`config.mk`:
```
export PLATFORM = sky130hd
export DESIGN_NAME = out_drain
export DESIGN_NICKNAME = d
export VERILOG_FILES = /design/src/rtl/out_drain.sv
export SDC_FILE = /design/constraint.sdc
export NUM_CORES = 1
export LEC_CHECK = 0
export CAP_MARGIN = 20
export CORE_ASPECT_RATIO = 1.1
export CORE_MARGIN = 3
export CORE_UTILIZATION = 29
export DETAILED_ROUTE_END_ITERATION = 10
export HOLD_SLACK_MARGIN = 0.1
export PLACE_DENSITY = 0.58
export REMOVE_ABC_BUFFERS = 1
export SLEW_MARGIN = 25
export SYNTH_ARGS = -nofsm -noshare
export SYNTH_HDL_FRONTEND = slang
export SYNTH_SLANG_ARGS = --single-unit
export TNS_END_PERCENT = 100
```
`constraint.sdc`:
```
create_clock -name CLK -period 4.2 [get_ports CLK]
set_clock_uncertainty 0.15 [all_clocks]
set_input_delay 1.26 -clock CLK [delete_from_list [all_inputs] [get_ports CLK]]
set_output_delay 1.26 -clock CLK [all_outputs]
set_load 0.02 [all_outputs]
```
`src/rtl/out_drain.sv`:
```
// out_drain: reads the T x M result matrix back from the 16 x 64-bit output
// SRAM and streams the valid elements out one at a time, in row-major order,
// over a valid/ready interface. Padding rows and columns are never emitted.
//
// Ports
//   CLK, RST       clock; asynchronous active-high reset
//   START, MNT     one-cycle request (sampled in IDLE); M=MNT[11:8], T=MNT[3:0]
//   EN_O, RW_O,    output SRAM read port: chip select, direction (always read),
//   ADDR_O,        address, and read data (valid the cycle after EN_O)
//   RDATA_O
//   DOUT_*         element stream: value, row/col index, last flag, handshake
//   BUSY, DONE,    status: not idle, end-of-drain pulse, illegal-dimension flag
//   ERR
//
// state | meaning
// IDLE  | waiting for START
// CHECK | validate latched M and T
// READ  | EN_O high for one cycle at address 2*row+word
// CAP   | capture RDATA_O into the word buffer
// SEND  | present buffered elements to the consumer
// FIN   | one-cycle DONE pulse
module out_drain #(
   parameter int DW = 16,
   parameter int MW = 64,
   parameter int AW = 4
) (
   input  logic          CLK,
   input  logic          RST,
   input  logic          START,
   input  logic [11:0]   MNT,
   output logic          EN_O,
   output logic          RW_O,
   output logic [AW-1:0] ADDR_O,
   input  logic [MW-1:0] RDATA_O,
   output logic          DOUT_VALID,
   input  logic          DOUT_READY,
   output logic [DW-1:0] DOUT,
   output logic [2:0]    DOUT_ROW,
   output logic [2:0]    DOUT_COL,
   output logic          DOUT_LAST,
   output logic          BUSY,
   output logic          DONE,
   output logic          ERR
);

   typedef enum logic [2:0] {
      IDLE  = 3'd0,
      CHECK = 3'd1,
      READ  = 3'd2,
      CAP   = 3'd3,
      SEND  = 3'd4,
      FIN   = 3'd5
   } state_t;

   state_t        state_q, state_d;
   logic [3:0]    m_q, m_d;
   logic [3:0]    t_q, t_d;
   logic [2:0]    row_q, row_d;
   logic [2:0]    col_q, col_d;
   logic          word_q, word_d;
   logic [MW-1:0] buf_q, buf_d;
   logic          err_q, err_d;

   logic [3:0]    col_inc;
   logic [3:0]    row_inc;
   logic          last_elem;
   logic [1:0]    lane;

   assign col_inc   = {1'b0, col_q} + 4'd1;
   assign row_inc   = {1'b0, row_q} + 4'd1;
   assign last_elem = (row_inc == t_q) && (col_inc == m_q);
   assign lane      = col_q[1:0];

   always_ff @(posedge CLK or posedge RST) begin
      if (RST) begin
         state_q <= IDLE;
         m_q     <= '0;
         t_q     <= '0;
         row_q   <= '0;
         col_q   <= '0;
         word_q  <= 1'b0;
         buf_q   <= '0;
         err_q   <= 1'b0;
      end else begin
         state_q <= state_d;
         m_q     <= m_d;
         t_q     <= t_d;
         row_q   <= row_d;
         col_q   <= col_d;
         word_q  <= word_d;
         buf_q   <= buf_d;
         err_q   <= err_d;
      end
   end

   always_comb begin
      state_d = state_q;
      m_d     = m_q;
      t_d     = t_q;
      row_d   = row_q;
      col_d   = col_q;
      word_d  = word_q;
      buf_d   = buf_q;
      err_d   = err_q;
      case (state_q)
         IDLE: begin
            if (START) begin
               m_d     = MNT[11:8];
               t_d     = MNT[3:0];
               err_d   = 1'b0;
               row_d   = '0;
               col_d   = '0;
               word_d  = 1'b0;
               state_d = CHECK;
            end
         end
         CHECK: begin
            if ((m_q == 4'd0) || (m_q > 4'd8) || (t_q == 4'd0) || (t_q > 4'd8)) begin
               err_d   = 1'b1;
               state_d = FIN;
            end else begin
               state_d = READ;
            end
         end
         READ: begin
            state_d = CAP;
         end
         CAP: begin
            buf_d   = RDATA_O;
            col_d   = word_q ? 3'd4 : 3'd0;
            state_d = SEND;
         end
         SEND: begin
            if (DOUT_READY) begin
               // col_inc landing on a multiple of 4 means this word is used up
               if ((col_inc < m_q) && (col_inc[1:0] != 2'd0)) begin
                  col_d = col_inc[2:0];
               end else if (last_elem) begin
                  state_d = FIN;
               end else if (col_inc < m_q) begin
                  word_d  = 1'b1;
                  state_d = READ;
               end else begin
                  row_d   = row_inc[2:0];
                  word_d  = 1'b0;
                  state_d = READ;
               end
            end
         end
         FIN: begin
            state_d = IDLE;
         end
         default: begin
            state_d = IDLE;
         end
      endcase
   end

   assign EN_O       = (state_q == READ);
   assign RW_O       = 1'b0;
   assign ADDR_O     = AW'({row_q, word_q});
   assign DOUT_VALID = (state_q == SEND);
   // Column k%4 sits MSB-first within the word
   assign DOUT       = buf_q[MW-1-DW*lane -: DW];
   assign DOUT_ROW   = row_q;
   assign DOUT_COL   = col_q;
   assign DOUT_LAST  = (state_q == SEND) && last_elem;
   assign BUSY       = (state_q != IDLE);
   assign DONE       = (state_q == FIN);
   assign ERR        = err_q;

endmodule

```
; ---- After elaboration in Yosys (flattened, before gate mapping)
; Cells that the tools add are included.
[word_totals]
reg_bits = 83
in_bits = 80
output_inout_bits = 33
wordCells = 73
[classes]
add_sub_neg = 3
order_cmp = 3
n_eq_ne = 14
shift = 1
n_mux = 24
reduce_logical = 20
[op_table]
columns = cell, n
row1 = 79-bit by 33-bit indexed part select with 16-bit output, 1
row2 = 3-bit two-way mux, 13
row3 = 3-bit one-hot mux with 5 select lines, 1
row4 = "2-bit inequality test, second input constant", 5
row5 = 3-bit one-hot mux with 3 select lines, 1
row6 = "3-bit by 1-bit adder with 4-bit output, second input constant", 2
row7 = 4-bit equality test, 2
row8 = "4-bit greater-than comparator, second input constant", 2
row9 = 4-bit zero test, 2
row10 = "6-bit by 6-bit subtractor with 7-bit output, first input constant", 1
row11 = "3-bit by 2-bit equality test with 1-bit output, second input constant", 2
row12 = "3-bit equality test, second input constant", 2
row13 = 1-bit two-way mux, 6
row14 = 3-bit one-hot mux with 2 select lines, 1
row15 = 3-bit AND reduction, 2
row16 = 6-bit AND reduction, 1
row17 = 2-bit nonzero test, 3
row18 = 3-bit nonzero test, 2
row19 = 5-bit AND reduction, 1
row20 = 4-bit < comparator, 1
row21 = "2-bit by 1-bit inequality test with 1-bit output, second input constant", 2
row22 = 1-bit one-hot mux with 2 select lines, 2
row23 = 4-bit AND reduction, 1
row24 = "3-bit by 1-bit equality test with 1-bit output, second input constant", 1
row25 = 4 further kinds, 8

; ---- Longest topological paths before layout
; Gate-level depths: netlist of the first run.
[depth]
ltp_word = 7
mapped_depth = 9
mapped_depth_nobuf = 8

; ---- Worst setup path after synthesis of the first run
; No wires, ideal clock.
[synth_path]
path_kind = register to output
startpoint = register col_q[1], in the netlist DOUT_COL[1]
endpoint = output DOUT_LAST
arrival_ns = 2.204
required_ns = 2.790
setup_slack_ns = 0.586
path_stages_with_launch = 9
cell_sequence = dfrtp_1 > clkbuf_1 > clkbuf_1 > and3_1 > ha_1 > nand4_1 > nor3_1 > o21ai_1 > nor2_1
[synth_between]
elab_chain_cells = 4
[synth_rtl]
columns = item, line
row1 = start: declaration, 59  ; logic [2:0] col_q, col_d;
row2 = start signal: assignment, 89  ; col_q <= col_d;
row3 = 3-bit by 1-bit adder with 4-bit output, 69  ; assign col_inc = {1'b0, col_q} + 4'd1;
row4 = 4-bit equality test, 71  ; assign last_elem = (row_inc == t_q) && (col_inc == m_q);
row5 = 1-bit logical AND, 71
row6 = 1-bit logical AND, 167  ; assign DOUT_LAST = (state_q == SEND) && last_elem;
row7 = end: declaration, 40  ; output logic DOUT_LAST,
; No other way between the ends.

; ---- Worst setup path after layout of the first run
; Ends and elaborated chain as after synthesis.

==> results of run 1 <==
==> final cells by class <==
type / instances / area (sq um) / area share
Tap cell: 184 / 230 / 0.0416
Timing Repair Buffer: 111 / 1120 / 0.202
Multi-Input combinational cell: 176 / 1790 / 0.323
Inverter: 9 / 47.5 / 0.00860
Sequential cell: 83 / 2080 / 0.376
Clock inverter: 2 / 12.5 / 0.00226
Clock buffer: 12 / 256 / 0.0464
==> worst min-delay path by stage <==
stage | cells past startpoint | endpoint | start
global route | 1 | buf_q[20] | buf_q[20]
finish | 1 | buf_q[28] | buf_q[28]
detailed placement | 1 | buf_q[28] | buf_q[28]
CTS | 1 | buf_q[28] | buf_q[28]
floorplan | 1 | buf_q[16] | buf_q[16]
global placement | 1 | buf_q[43] | buf_q[43]
==> what timing repair did <==
| item | in CTS | in global routing |
|---|---|---|
| resized for setup | 0 | 1 |
| endpoints found under the setup margin | 0 | 1 |
| hold endpoints to repair | 0 | 0 |
==> metal layers <==
layer  vias up  wire [um]  global-route usage
li1       1262          -                   -
met1      1320       4010               0.153
met2        80       4270               0.196
met3         7        505              0.0415
met4         0         87              0.0352
met5         -          0                   0
==> sequential cells by signal (all words and copies together), names as in the netlist <==
register  count
buf_q        64
m_q           4
t_q           4
DOUT_COL      3
DOUT_ROW      3
state_q       3
ERR           1
word_q        1
==> stage by stage <==
stage,utilization,hold slack [ns]
2_1_floorplan,-,0.309
3_3_place_gp,0.393,0.319
3_5_place_dp,0.393,0.325
4_1_cts,0.413,0.338
5_1_grt,0.413,0.345
6_report,0.413,0.334
==> cell families after synthesis <==
group,Yosys count,synth area share
mux,87,0.288
flops,83,0.516
simple gates,43,0.0621
compound gates,34,0.0621
buf+inv,30,0.0410
fa+ha+maj,7,0.0217
xor+xnor,4,0.00870
other cells,1,0.000931
==> cell usage after synthesis, types with 2 or more instances <==
cell / instances
nor2_1: 9
buf_4: 5
mux4_2: 16
inv_1: 8
a31oi_1: 4
clkbuf_1: 4
xor2_1: 3
nand2_1: 7
and2_1: 2
nand4_1: 4
dfrtp_1: 83
a21oi_1: 5
mux2_1: 69
and3b_1: 2
ha_1: 7
o2bb2ai_1: 2
nor3_1: 2
or3_1: 2
nor3b_1: 3
or4_1: 2
nor2b_1: 2
o31ai_1: 3
buf_2: 11
o21ai_1: 2
o21ai_0: 5
o211ai_1: 4
==> worst max-delay path, delay by kind of cell (launching register included) <==
| family | cells | cell delay [ns] |
|---|---|---|
| xor+xnor | 1 | 0.16 |
| simple gates | 3 | 0.47 |
| compound gates | 1 | 0.15 |
| buf+inv | 1 | 0.23 |
| fa+ha+maj | 2 | 0.54 |
| flops | 1 | 0.42 |
==> report_power, final <==
group | switching [uW] | leakage (uW) | internal [uW]
combinational | 781 | 0.00111 | 939
clock | 292 | 0.000131 | 425
sequential | 248 | 0.000989 | 1190
total | 1320 | 0.00223 | 2550
==> impl_results.md, run 1 <==
- Status: finished clean
- Library cells used by synthesis: 49
- Number of global-route vias before repair: 2,837
- Minimum clock period: 3.71 ns
- Crit path from: DOUT_COL[1]
- Clock Tree Buf Depth: 2
- Post-DP HPWL: 6340 um
- I/O pin count: 113
- Root buffer cell: clkbuf_16
- Cts bufs inserted: 9
- Lkg Pwr: 0.00223 uW
- Critical path's slowest cell: dfrtp_1
- Finished Layout Cells: 577
- WL/cell: 15.4 um
- DIE AREA: 0.0153 sq mm
- Worst r2r path cells: 7
- CP Class: register to primary output
- Peak VDD IR: 0.320 mV
- Worst path cell trace: ha_1 -> xor2_1 -> ha_1 -> nand4_1 -> nor3_1 -> o21ai_1 -> nor2_1 -> dlymetal6s2s_1
- Final period util: 0.884
- Ant diodes: 0
- Cells after synthesis: 289
- Commonest non-fill, non-tap cell in the layout: clkdlybuf4s50_1
- Reg2Reg Setup Slack: 1.52 ns
- Initial antenna violation count: 0
- Via density: 4.63
- H-tree lvl count: 3
- Syn avg cell area: 13.9 sq um
- Post-synth EDFFs: 0
- Final WS setup: 0.487 ns
- Core area: 0.0134 sq mm
- Final wirelength: 8870 um
- Area after DPL: 0.00526 sq mm
- Routed via count: 2,669
- RSZ-0062 raised after global routing: no
- Cts hold-fix bufs: 0
- Final setup vio count: 0
- Finished Cell Area: 0.00553 sq mm
- Starting Density: 0.301
- Setup TNS: 0 ns
- Placed Instances: 563
- Cell Pwr Density: 701 mW/mm^2
- Slew Viols, Final: 0
- CTS tree: done
- CP Launch Type: register
- Pre-CTS WS: 0.426 ns
- Post-synth top area cell: dfrtp_1
- RR Endpoint: DOUT_COL[2]
- Worst-margin pin slew: 0.855 ns
- Critical Path End: DOUT_LAST
- Crit path required time: 2.79 ns
- Synth Warn #: 0
- Synthesis-to-layout area growth: 37.2%
- Drt first-iter violations: 161
- Final hold violation count: 0
- Reg clk slew, reported paths: 0.06 ns
- Die Wd: 118 um
- Clk_lat worst skew: 0.33 ns
- Ratio of cells with drive above 1 in the final layout: 0.102
- Crit path top cell by count: ha_1
- Final net count: 477
- Achievable Freq: 269 MHz
- Synth Register Bits: 83
- Gr usage total: 0.120
- Reg-to-Reg Start: DOUT_COL[1]
- Layout fillers: 1,279
- Crit. End Element: primary output
- Commonest non-fill, non-tap cells in the layout: clkdlybuf4s50_1 (106), dfrtp_1 (83), mux2_1 (69), mux4_2 (16)
- GP Congestion: 0.847
- Number of core rows: 44
- Maximum capacitance violations: 0
- Top-area cell type share of the netlist area: 0.516
- Total clock sinks: 83
- Gr ovfl total: 0
- CP max FO: 5
- First-pass GRT wire length: 14,600 um
- Top FF cell, synth: dfrtp_1
- CP Data Arrival Time: 2.30 ns
- Post-synthesis async set-or-reset flop share: 1.00
- Syn Std Cell Area: 0.00403 sq mm
- TritonRoute pass-1 iters: 4
- Remaining DRCs: 0
- Synth area leaders: dfrtp_1 (52%), mux2_1 (19%), mux4_2 (8.9%)
- Worst path max stage delay: 0.42 ns
- Power, Total: 3880 uW
- Buffers on Ports: 107
- Post-synthesis sequential area ratio: 0.516
- Largest net degree at the start of global routing: 66
- Die H: 130 um
- Post-CTS Setup Bufs: 0
- Hold WC Path Type: register to register
- Routed Antenna Nets: 0
- Relative slew slack: 0.430
Note: power is estimated with default switching activity, not from simulation.
==> run 2: changes to the inputs <==
--- a/config.mk
+++ b/config.mk
@@ -5,7 +5,7 @@
 export SDC_FILE = /design/constraint.sdc
 export NUM_CORES = 1
 export LEC_CHECK = 0
-export CAP_MARGIN = 20
+export CAP_MARGIN = 0
 export CORE_ASPECT_RATIO = 1.1
 export CORE_MARGIN = 3
 export CORE_UTILIZATION = 29
@@ -13,6 +13,7 @@
 export HOLD_SLACK_MARGIN = 0.1
 export PLACE_DENSITY = 0.58
 export REMOVE_ABC_BUFFERS = 1
+export SETUP_SLACK_MARGIN = 0.15
 export SLEW_MARGIN = 25
 export SYNTH_ARGS = -nofsm -noshare
 export SYNTH_HDL_FRONTEND = slang
==> run 2 against run 1 <==
  * Sequential share of layout area about the same
  * Non-clock buffer count unchanged
  * Flip-flop and latch count unchanged
  * Worst hold slack unchanged
  * Largest power group unchanged
  * Highest routed layer unchanged
==> impl_results.md, run 2 (synthesis gave the netlist of run 1 again) <==
- Routed via count: 2,669 (unchanged)
- Lkg Pwr: 0.00222 uW (-0.62%)
- Core area: 0.0134 sq mm (unchanged)
- Ant diodes: 0 (unchanged)
- Peak VDD IR: 0.320 mV (about the same)
- CP Launch Type: register
- Clock Tree Buf Depth: 2 (unchanged)
- Clk_lat worst skew: 0.33 ns (about the same)
- Clk pwr share: 0.185 (about the same)
- Number of global-route vias before repair: 2,837 (unchanged)
- CP Class: register to primary output
- Layout fillers: 1,279 (unchanged)
- WL/cell: 15.4 um (unchanged)
- Initial antenna violation count: 0 (unchanged)
- Final period util: 0.911 (+0.0272)
- Remaining DRCs: 0 (unchanged)
- Ratio of cells with drive above 1 in the final layout: 0.102 (unchanged)
- Max FFs per register: 64 (unchanged)
- Post-DP HPWL: 6340 um (unchanged)
- Final net count: 477 (unchanged)
- RSZ-0062 raised after global routing: no
- Reg-to-Reg Start: DOUT_COL[1]
- Buffers on Ports: 107 (unchanged)
- Worst-margin pin slew: 0.855 ns (unchanged)
- DIE AREA: 0.0153 sq mm (unchanged)
- Die Wd: 118 um (unchanged)
- Largest Register: buf_q
- Hold depth: 1 (unchanged)
- Final hold violation count: 0 (unchanged)
- Setup TNS: 0 ns (unchanged)
- CP Data Arrival Time: 2.42 ns (+0.12 ns)
- Commonest non-fill, non-tap cell in the layout: clkdlybuf4s50_1
- RR Endpoint: DOUT_COL[2]
- Crit. End Element: primary output
- Relative slew slack: 0.430 (unchanged)
- Cts hold-fix bufs: 0 (unchanged)
- Number of core rows: 44 (unchanged)
- H-tree lvl count: 3 (unchanged)
- Status: finished clean
- Starting Density: 0.301 (unchanged)
- Area of the multi-input gates: 0.00179 sq mm (unchanged)
- Crit path required time: 2.79 ns (about the same)
- Slew Viols, Final: 0 (unchanged)
- Cts bufs inserted: 9 (unchanged)
- Seq pwr share: 0.371 (about the same)
- Hold Crit Start: buf_q[28]
- P_sw: 1320 uW (about the same)
- TritonRoute pass-1 iters: 4 (unchanged)
- Maximum capacitance violations: 0 (unchanged)
- Drt first-iter violations: 161 (unchanged)
- Reg clk slew, reported paths: 0.06 ns (about the same)
- Power, Total: 3880 uW (about the same)
- Final wirelength: 8870 um (unchanged)
- Routed Antenna Nets: 0 (unchanged)
- Root buffer cell: clkbuf_16
- First-pass GRT wire length: 14,600 um (unchanged)
- Via density: 4.63 (unchanged)
- Hold WC Path Type: register to register
- Pint: 2550 uW (about the same)
- CTS tree: done
- Total clock sinks: 83 (unchanged)
- WHS Endpoint: buf_q[28]
- Finished Layout Cells: 577 (unchanged)
- Reg2Reg Setup Slack: 1.52 ns (about the same)
- Synthesis-to-layout area growth: 37.2% (about the same)
- Minimum clock period: 3.83 ns (+0.114 ns)
- CP max FO: 5 (unchanged)
- Cell Pwr Density: 702 mW/mm^2 (about the same)
- Commonest non-fill, non-tap cells in the layout: clkdlybuf4s50_1 (106), dfrtp_1 (83), mux2_1 (69), mux4_2 (16)
- Gr usage total: 0.120 (unchanged)
- Placed Instances: 563 (unchanged)
- Largest net degree at the start of global routing: 66 (unchanged)
- Die H: 130 um (unchanged)
- I/O pin count: 113 (unchanged)
- Combinational share of power: 0.444 (about the same)
- Switching Fraction: 0.341 (about the same)
- WHS: 0.334 ns (unchanged)
- Gr ovfl total: 0 (unchanged)
- Final setup vio count: 0 (unchanged)
- Register area: 0.00208 sq mm (unchanged)
- Achievable Freq: 261 MHz (-3.0%)
- GP Congestion: 0.847 (unchanged)
- Top Registers: buf_q: 64 flops, m_q: 4 flops, t_q: 4 flops
- Worst r2r path cells: 7 (unchanged)
[run 2: cell count changes in the layout (fill, tap and decap cells not counted)]
cell	before	now
dlygate4sd2_1	0	1
dlymetal6s2s_1	1	0
[run 2: area by class of cell]
class / instances / area share
Tap cell: 184 / 0.0417
Clock buffer: 12 / 0.0464
Inverter: 9 / 0.00861
Multi-Input combinational cell: 176 / 0.324
Sequential cell: 83 / 0.376
Timing Repair Buffer: 111 / 0.201
Clock inverter: 2 / 0.00227
[run 2: worst max-delay path, stage by stage (launching register included)]
cell	delay, ns
dfrtp_1	0.42
ha_1	0.24
xor2_1	0.16
ha_1	0.30
nand4_1	0.12
nor3_1	0.24
o21ai_1	0.15
nor2_1	0.11
dlygate4sd2_1	0.35
[run 2: layer usage]
layer  routed length (um)  global-route usage
met5                    0                   0
met4                   87              0.0352
met3                  505              0.0415
met2                 4270               0.196
met1                 4010               0.153
[run 2: power groups by stage]
| stage | clock [uW] | sequential [uW] | combinational, uW |
|---|---|---|---|
| after floorplan | 0 | 1450 | 1050 |
| after global placement | 0 | 1440 | 1730 |
| after detailed placement | 0 | 1460 | 1750 |
| after CTS | 751 | 1440 | 1760 |
| after global routing | 786 | 1490 | 1870 |
| final | 718 | 1440 | 1720 |
[run 2: how the worst max path moves through the flow]
stage                startpoint         to  slack (ns)  depth (start not counted)
finish              DOUT_COL[1]  DOUT_LAST        0.37                          8
global route        DOUT_COL[1]  DOUT_LAST        0.17                          8
CTS                 DOUT_COL[1]  DOUT_LAST        0.32                          8
detailed placement  DOUT_COL[1]  DOUT_LAST        0.43                          8
global placement    DOUT_COL[1]  DOUT_LAST        0.44                          8
floorplan           DOUT_COL[0]  DOUT_LAST        0.34                          7
[run 2: timing repair]
item                                    in CTS  in global routing
resized for setup                            1                  0
endpoints found under the setup margin       1                  0
setup buffers                                0                  0
[run 2: stage by stage]
stage,cell area [sq um],setup WS (ns),util
CTS,5520,0.322,0.413
finish,5520,0.373,0.413
global placement,5260,0.436,0.393
global route,5520,0.169,0.413
floorplan,3910,0.344,-
detailed placement,5260,0.426,0.393
==> run 3: changes to the inputs <==
--- a/config.mk
+++ b/config.mk
@@ -11,10 +11,11 @@
 export CORE_UTILIZATION = 29
 export DETAILED_ROUTE_END_ITERATION = 10
 export HOLD_SLACK_MARGIN = 0.1
+export MAX_ROUTING_LAYER = met4
 export PLACE_DENSITY = 0.58
 export REMOVE_ABC_BUFFERS = 1
 export SETUP_SLACK_MARGIN = 0.15
-export SLEW_MARGIN = 25
+export SLEW_MARGIN = 10
 export SYNTH_ARGS = -nofsm -noshare
 export SYNTH_HDL_FRONTEND = slang
 export SYNTH_SLANG_ARGS = --single-unit
==> run 3 against run 2 <==
  * Sequential share of layout area unchanged
  * Clock-buffer cell count unchanged
  * Sequential power about the same
  * Critical path depth unchanged
  * Flip-flop and latch count unchanged
  * Via count about the same
  * Core utilization unchanged
  * Maximum frequency about the same
  * Clock power about the same
  * Largest cell class unchanged
==> impl_results.md, run 3 (synthesis gave the netlist of run 1 again) <==
- Status: finished clean
- Crit path top cell by count: ha_1
- Via density: 4.62 (about the same)
- GR met1 Demand/Resource: 0.153 (-0.000556)
- P_sw: 1320 uW (about the same)
- Reg-to-Reg Start: DOUT_COL[1]
- Critical Path End: DOUT_LAST
- Post-DP HPWL: 6340 um (unchanged)
- Drt first-iter violations: 176 (+9.3%)
- Area after DPL: 0.00526 sq mm (unchanged)
- Worst path cell trace: ha_1 -> xor2_1 -> ha_1 -> nand4_1 -> nor3_1 -> o21ai_1 -> nor2_1 -> dlygate4sd2_1
- Achievable Freq: 261 MHz (about the same)
- Reg2Reg Setup Slack: 1.52 ns (about the same)
- I/O pin count: 113 (unchanged)
- Largest Register: buf_q
- Finished Cell Area: 0.00552 sq mm (unchanged)
- Crit path required time: 2.79 ns (about the same)
- CP max FO: 5 (unchanged)
- Clk_lat worst skew: 0.33 ns (about the same)
- Cell Pwr Density: 701 mW/mm^2 (about the same)
- DIE AREA: 0.0153 sq mm (unchanged)
- Relative slew slack: 0.430 (+0.000567)
- Maximum capacitance violations: 0 (unchanged)
- Critical path's slowest cell: dfrtp_1
- Synthesis-to-layout area growth: 37.2% (unchanged)
- Final hold violation count: 0 (unchanged)
- Total clock sinks: 83 (unchanged)
- Die H: 130 um (unchanged)
- Cts hold-fix bufs: 0 (unchanged)
- Seq pwr share: 0.371 (about the same)
- Slew Viols, Final: 0 (unchanged)
- RSZ-0062 raised after global routing: no
- Final setup vio count: 0 (unchanged)
- Largest net degree at the start of global routing: 66 (unchanged)
- Clock Tree Buf Depth: 2 (unchanged)
- CP Class: register to primary output
- Clk pwr share: 0.185 (about the same)
- Core area: 0.0134 sq mm (unchanged)
- Gr ovfl total: 0 (unchanged)
- GP Congestion: 0.860 (+1.6%)
- Combinational share of power: 0.444 (about the same)
- Buffers on Ports: 107 (unchanged)
- Grt met2 use: 0.197 (+0.00101)
- Cts bufs inserted: 9 (unchanged)
- Post-CTS Setup Bufs: 0 (unchanged)
- CP Data Arrival Time: 2.42 ns (about the same)
- CTS tree: done
- Ant diodes: 0 (unchanged)
- H-tree lvl count: 3 (unchanged)
- First-pass GRT wire length: 14,600 um (-0.14%)
- Number of core rows: 44 (unchanged)
- Number of global-route vias before repair: 2,840 (+0.11%)
- Grt peak-use layer: met2
- Reg clk slew, reported paths: 0.06 ns (about the same)
- Setup TNS: 0 ns (unchanged)
- Max FFs per register: 64 (unchanged)
- Switching Fraction: 0.341 (about the same)
- Remaining DRCs: 0 (unchanged)
- Hold WC Path Type: register to register
- Routed via count: 2,667 (-0.075%)
- Root buffer cell: clkbuf_16
- Initial antenna violation count: 0 (unchanged)
- Worst-margin pin slew: 0.854 ns (-0.000850 ns)
- Crit. End Element: primary output
- RR Endpoint: DOUT_COL[2]
- Met3 usage: 0.0406 (-0.000873)
- CP Launch Type: register
- Final wirelength: 8870 um (unchanged)
- Worst path max stage delay: 0.42 ns (about the same)
- Ratio of cells with drive above 1 in the final layout: 0.102 (unchanged)
- TritonRoute pass-1 iters: 4 (unchanged)
- Gr usage total: 0.124 (+0.00364)
- Crit path from: DOUT_COL[1]
- Final net count: 477 (unchanged)
- Crit path depth: 8 (unchanged)
- CP delay by family, top: adder cells
- Lkg Pwr: 0.00222 uW (unchanged)
- WL/cell: 15.4 um (unchanged)
- Starting Density: 0.301 (unchanged)
- Minimum clock period: 3.83 ns (-0.00104 ns)
- Worst r2r path cells: 7 (unchanged)
- Commonest non-fill, non-tap cell in the layout: clkdlybuf4s50_1
- Top Registers: buf_q: 64 flops, m_q: 4 flops, t_q: 4 flops
- Commonest non-fill, non-tap cells in the layout: clkdlybuf4s50_1 (106), dfrtp_1 (83), mux2_1 (69), mux4_2 (16)
- Peak VDD IR: 0.321 mV (about the same)
- CP bufs+invs: 1 (unchanged)
- Pint: 2550 uW (about the same)
- Routed Antenna Nets: 0 (unchanged)
- Final period util: 0.911 (about the same)
- Die Wd: 118 um (unchanged)
[run 3: cell counts in the layout (fill, tap and decap cells not counted)]
No cell type changed its count.
[run 3: how the worst min path moves through the flow]
stage	startpoint	end	cells after the start
finish	buf_q[28]	buf_q[28]	1
global placement	buf_q[43]	buf_q[43]	1
global route	buf_q[20]	buf_q[20]	1
detailed placement	buf_q[28]	buf_q[28]	1
floorplan	buf_q[16]	buf_q[16]	1
CTS	buf_q[28]	buf_q[28]	1
[run 3: final cells by class]
| class | count | area, sq um |
|---|---|---|
| fillers | 1279 | 7850 |
| flip-flops and latches | 83 | 2080 |
| multi-input cells | 176 | 1790 |
| repair buffers | 111 | 1110 |
| clock buffers | 12 | 256 |
| well taps | 184 | 230 |
| inverters | 9 | 47.5 |
| clock inverters | 2 | 12.5 |
[run 3: timing repair]
action	in CTS	in global routing
endpoints found under the setup margin	1	0
hold endpoints to repair	0	0
resized for setup	1	0
[run 3: layer usage]
layer	vias to the layer above	share of wire
li1	1261	-
met1	1321	0.45
met2	76	0.48
met3	9	0.056
met4	0	0.0081
met5	-	0
[run 3: stage by stage]
step	worst slack [ns]	total power [uW]	utilization	instances	hold WS (ns)
finish	0.374	3870	0.413	577	0.334
detailed placement	0.426	3210	0.393	563	0.325
floorplan	0.344	2510	-	268	0.309
global route	0.169	4150	0.413	577	0.344
global placement	0.436	3160	0.393	563	0.319
CTS	0.322	3950	0.413	577	0.338
[run 3: power groups by stage]
| stage | sequential (uW) | clock (uW) | combinational, uW |
|---|---|---|---|
| 2_1_floorplan | 1450 | 0 | 1050 |
| 3_3_place_gp | 1440 | 0 | 1730 |
| 3_5_place_dp | 1460 | 0 | 1750 |
| 4_1_cts | 1440 | 751 | 1760 |
| 5_1_grt | 1490 | 785 | 1870 |
| 6_report | 1440 | 716 | 1720 |
